**src/rtl/anode_scan.sv**
```systemverilog
// Time-multiplexed anode scanner for an 8-digit seven-segment display.
// Double-buffered value/enable/dp sets; encoded leads anode/dp_n by one cycle.
module anode_scan #(
  parameter int unsigned REFRESH_DIV  = 100000,
  parameter int unsigned BLANK_CYCLES = 2
) (
  input  logic        Clk,
  input  logic        Rst_n,
  input  logic [31:0] value,
  input  logic [7:0]  digit_en,
  input  logic [7:0]  dp_in,
  input  logic        load,
  output logic [3:0]  encoded,
  output logic        dp_n,
  output logic [7:0]  anode,
  output logic        frame_start
);

  localparam int unsigned CW = (REFRESH_DIV > 1) ? $clog2(REFRESH_DIV) : 1;
  localparam logic [CW-1:0] LAST = CW'(REFRESH_DIV - 1);

  logic [CW-1:0] cnt;
  logic [2:0]    idx;
  logic [31:0]   pend_val;
  logic [7:0]    pend_en;
  logic [7:0]    pend_dp;
  logic [31:0]   act_val;
  logic [7:0]    act_en;
  logic [7:0]    act_dp;

  logic          tc;
  logic          copy;
  logic          past_blank;
  logic          lit;
  logic [CW-1:0] cnt_next;
  logic [2:0]    idx_next;
  logic [31:0]   act_val_next;
  logic [7:0]    act_en_next;
  logic [7:0]    act_dp_next;
  logic [7:0]    anode_next;
  logic          dp_n_next;

  // With no blanking every cycle of the slot is lit; avoids an always-true compare.
  generate
    if (BLANK_CYCLES == 0) begin : g_no_blank
      assign past_blank = 1'b1;
    end else begin : g_blank
      assign past_blank = (cnt >= CW'(BLANK_CYCLES));
    end
  endgenerate

  // Next-state for slot counter, digit index and frame-boundary copy.
  always_comb begin
    tc           = (cnt == LAST);
    copy         = tc && (idx == 3'd7);
    cnt_next     = tc ? {CW{1'b0}} : (cnt + CW'(1));
    idx_next     = tc ? (idx + 3'd1) : idx;
    act_val_next = copy ? pend_val : act_val;
    act_en_next  = copy ? pend_en  : act_en;
    act_dp_next  = copy ? pend_dp  : act_dp;
  end

  // Anode/dp from the current (already-registered) state: this is the one-cycle lag behind encoded.
  always_comb begin
    lit = act_en[idx] && past_blank;
    if (lit) begin
      anode_next = ~(8'h01 << idx);
      dp_n_next  = ~act_dp[idx];
    end else begin
      anode_next = 8'hFF;
      dp_n_next  = 1'b1;
    end
  end

  // State and registered outputs.
  always_ff @(posedge Clk) begin
    if (!Rst_n) begin
      cnt         <= {CW{1'b0}};
      idx         <= 3'd0;
      pend_val    <= 32'h0;
      pend_en     <= 8'h00;
      pend_dp     <= 8'h00;
      act_val     <= 32'h0;
      act_en      <= 8'h00;
      act_dp      <= 8'h00;
      encoded     <= 4'h0;
      anode       <= 8'hFF;
      dp_n        <= 1'b1;
      frame_start <= 1'b0;
    end else begin
      cnt         <= cnt_next;
      idx         <= idx_next;
      act_val     <= act_val_next;
      act_en      <= act_en_next;
      act_dp      <= act_dp_next;
      // pending takes new inputs even on a copy edge; active gets the old pending
      if (load) begin
        pend_val <= value;
        pend_en  <= digit_en;
        pend_dp  <= dp_in;
      end else begin
        pend_val <= pend_val;
        pend_en  <= pend_en;
        pend_dp  <= pend_dp;
      end
      encoded     <= act_val_next[{idx_next, 2'b00} +: 4];
      anode       <= anode_next;
      dp_n        <= dp_n_next;
      frame_start <= copy;
    end
  end

endmodule

```
**config.mk**
```make
export PLATFORM = sky130hd
export DESIGN_NAME = anode_scan
export DESIGN_NICKNAME = d
export VERILOG_FILES = /design/src/rtl/anode_scan.sv
export SDC_FILE = /design/constraint.sdc
export NUM_CORES = 1
export LEC_CHECK = 0
export ABC_AREA = 1
export CAP_MARGIN = 20
export CORE_UTILIZATION = 30
export DETAILED_ROUTE_END_ITERATION = 12
export DONT_BUFFER_PORTS = 1
export HOLD_SLACK_MARGIN = 0.15
export PLACE_DENSITY = 0.44
export REMOVE_ABC_BUFFERS = 1
export SLEW_MARGIN = 20
export SYNTH_ARGS = -nofsm -noshare
export SYNTH_HDL_FRONTEND = slang
export SYNTH_SLANG_ARGS = --single-unit
```
**constraint.sdc**
```tcl
create_clock -name Clk -period 2.1 [get_ports Clk]
set_clock_uncertainty 0.05 [all_clocks]
set_input_delay 0.525 -clock Clk [delete_from_list [all_inputs] [get_ports Clk]]
set_output_delay 0.525 -clock Clk [all_outputs]
set_load 0.02 [all_outputs]
```
==> impl_metrics.env <==
export IMPL_p_leak_nw=2.55
export IMPL_finalNonFillerCells=927
export IMPL_power_density_nw_per_um2=892
export IMPL_area_growth_pct=16.4
export IMPL_final_util=0.357
export IMPL_hold_violations=0
export IMPL_slew_violations=0
export IMPL_die_y_microns=135
export IMPL_clock_latency_ps=410
export IMPL_ios=65
export IMPL_cp_common_cell="nand2_1"
export IMPL_dp_cells=895
export IMPL_cp_max_fo=19
export IMPL_cts_buffers=17
export IMPL_worstHoldStart="dp_in[2]"
export IMPL_clk_pin_slew_worst_paths_ps=50
export IMPL_antenna_found_initial=0
export IMPL_clock_root_buffer="clkbuf_16"
export IMPL_worst_slew_pin_slew_ps=478
export IMPL_crit_type="register to register"
export IMPL_clkSinkCount=130
export IMPL_ir_worst_vdd_uv=550
export IMPL_arrival_ps=2220
export IMPL_hold_class="input pin to register"
export IMPL_required_ps=2410
export IMPL_drive_gt1_frac=0.127
export IMPL_multi_input_area_sq_um=2420
export IMPL_regArea_sq_um=2600
export IMPL_period_minus_slack_ps=1910
export IMPL_whs_path_depth=2
export IMPL_min_to="pend_dp[2]"
export IMPL_syn_inst=686
export IMPL_nFillCells=1822
export IMPL_std_cell_rows=48
export IMPL_dieArea_sq_um=18200
export IMPL_setup_viol=0
export IMPL_drc=0
export IMPL_crit_chain="ha_1 > nand2_1 > inv_2 > nand2_4 > nor2_8 > nand2_4 > nor2_8 > buf_12 > nand2_2 > nand3_1 > nand3_1 > nand2_1 > nand2_1 > nand2_1"
export IMPL_rsz0062_at_grt="false"
export IMPL_cts_tree="built"
export IMPL_maxCapViolCount=0
export IMPL_core_area_sq_um=17300
export IMPL_r2r_end="encoded[1]"
export IMPL_hpwlAfterDp_mm=8.82
export IMPL_slew_headroom=0.682
export IMPL_cp_slowest_cell="dfxtp_1"
export IMPL_ys_types=32
export IMPL_rr_startpoint="cnt[0]"
export IMPL_via_per_inst=4.67
export IMPL_r2r_cells=14
export IMPL_die_w_microns=135
export IMPL_drt_iter0_markers=236
export IMPL_start_util=0.306
export IMPL_cp_startpoint="cnt[0]"
export IMPL_wirelength_mm=13.3
export IMPL_endpoint_kind="register"
export IMPL_gp_congestion=0.817
export IMPL_reg2reg_slack_ps=190
export IMPL_grt_max_degree=60
export IMPL_dr_pass1_iters=4
export IMPL_status="completed"
export IMPL_overflow=0
export IMPL_grt_pass1_vias=4166
export IMPL_cp_slowest_stage_delay_ps=370
export IMPL_diodes=0
export IMPL_avgSynthCellArea_sq_um=7.73
export IMPL_yosys_warnings=0
export IMPL_track_usage=0.155
export IMPL_htree_levels=4
export IMPL_grt_pass1_wl_mm=21.6
export IMPL_post_route_period_util=0.910
export IMPL_ys_seq_area_frac=0.491
export IMPL_wire_per_inst_microns=14.3
export IMPL_syn_area_sq_um=5300
export IMPL_routed_via_count=4327
export IMPL_ant_nets=0
export IMPL_start_kind="register"
export IMPL_yosys_register_bits=130
export IMPL_io_buffers=0
export IMPL_max_freq_mhz=523
export IMPL_cts_max_path_buffers=2
export IMPL_finalNetCount=751
worst max-delay path by stage:
stage                       to  cells after the start
finish              encoded[1]                     14
global route        encoded[1]                     14
CTS                 encoded[1]                     14
detailed placement  encoded[1]                     14
global placement    encoded[1]                     14
floorplan           encoded[0]                      9
sequential cells by signal, indices dropped and copies added, names as in the netlist:
| signal | flops |
|---|---|
| act_dp | 8 |
| act_en | 8 |
| act_val | 32 |
| anode | 8 |
| cnt | 17 |
| dp_n | 1 |
| encoded | 4 |
| frame_start | 1 |
| idx | 3 |
| pend_dp | 8 |
| pend_en | 8 |
| pend_val | 32 |
metrics by stage:
| stage | hold slack (ps) | setup WS (ps) | cell area, sq um | setup TNS [ps] | total power, mW |
|---|---|---|---|---|---|
| floorplan | 380 | -1010 | 5110 | -43410 | 2.72 |
| global placement | 391 | 120 | 5550 | 0 | 2.77 |
| detailed placement | 404 | 88.3 | 5550 | 0 | 2.78 |
| CTS | 183 | 67.8 | 6100 | 0 | 5.57 |
| global route | 184 | 17.7 | 6170 | 0 | 5.71 |
| finish | 198 | 190 | 6170 | 0 | 5.50 |
cell families (layout without fill, tap and decap cells):
group                      Yosys count  in the layout  synth area share
AOI/OAI and AO/OA                  126            126             0.132
adders and majority gates            8              8            0.0189
and+or+nand+nor                    351            353             0.294
DFF                                130            130             0.491
buffers and inverters               68             82            0.0585
xor gates and xnor gates             3              3           0.00496
cell usage in the layout (no fill, tap or decap), types with 2 or more instances in the layout:
cell       Yosys  routed
nor2_8         3       3
nand3_1       63      61
clkinv_2       0       3
inv_2          7       7
nand2_2       12      13
o21ai_0       67      66
nand2_4        3       4
xnor2_1        2       2
inv_1         24      24
nand3_2        0       2
clkbuf_1      23       2
a21oi_1       48      48
nand2_1       91      91
nor3_1         7       7
ha_1           8       8
o211ai_1       2       2
buf_4          1      19
clkbuf_8       0       5
clkbuf_16      0      17
a211oi_2       7       7
dfxtp_1      130     129
nor2_1       151     150
nand4_1       16      16
cell usage after synthesis (all sizes together):
| library cell | number | share of area |
|---|---|---|
| nor3b | 1 | 0.0014 |
| nor4 | 1 | 0.0012 |
| o21ai | 68 | 0.066 |
| xor2 | 1 | 0.0017 |
| a21oi | 48 | 0.045 |
| or2 | 1 | 0.0012 |
| nand2 | 106 | 0.085 |
| nor3 | 7 | 0.0066 |
| nand3 | 63 | 0.059 |
| a211oi | 8 | 0.018 |
| inv | 32 | 0.023 |
| clkbuf | 23 | 0.016 |
| and3 | 1 | 0.0012 |
| nand4 | 16 | 0.019 |
| nor2 | 155 | 0.12 |
| buf | 13 | 0.019 |
| xnor2 | 2 | 0.0033 |
| o211ai | 2 | 0.0028 |
| dfxtp | 130 | 0.49 |
| ha | 8 | 0.019 |
worst max-delay path, delay by kind of cell (launching register included):
kind                       cells  cell delay (ps)
buffers and inverters          2              240
DFF                            1              370
adders and majority gates      1              190
and+or+nand+nor               11              990
power breakdown:
part / internal (mW) / total, mW / switching, mW
Clock: 1.76 / 2.78 / 1.02
Sequential: 2.54 / 2.58 / 0.0420
Combinational: 0.0523 / 0.140 / 0.0880
routing by layer:
metal,up-vias,track usage,part of all wire
met4,0,0.0599,0.016
met5,-,0,0
li1,2273,-,-
met2,80,0.236,0.44
met1,1962,0.204,0.50
met3,12,0.0447,0.036
area by class of cell:
type / instances / area share
Clock inverter: 5 / 0.00852
Tap cell: 225 / 0.0456
Timing Repair Buffer: 21 / 0.0282
Sequential cell: 130 / 0.422
Inverter: 32 / 0.0215
Multi-Input combinational cell: 490 / 0.393
Clock buffer: 24 / 0.0813
repair_timing:
| item | CTS | global route |
|---|---|---|
| hold buffers | 0 | 0 |
| buffers inserted | 0 | 1 |
| gates resized for setup | 0 | 10 |
| endpoints found under the setup margin | 0 | 10 |
No activity file was read; power rests on OpenSTA's default activity.
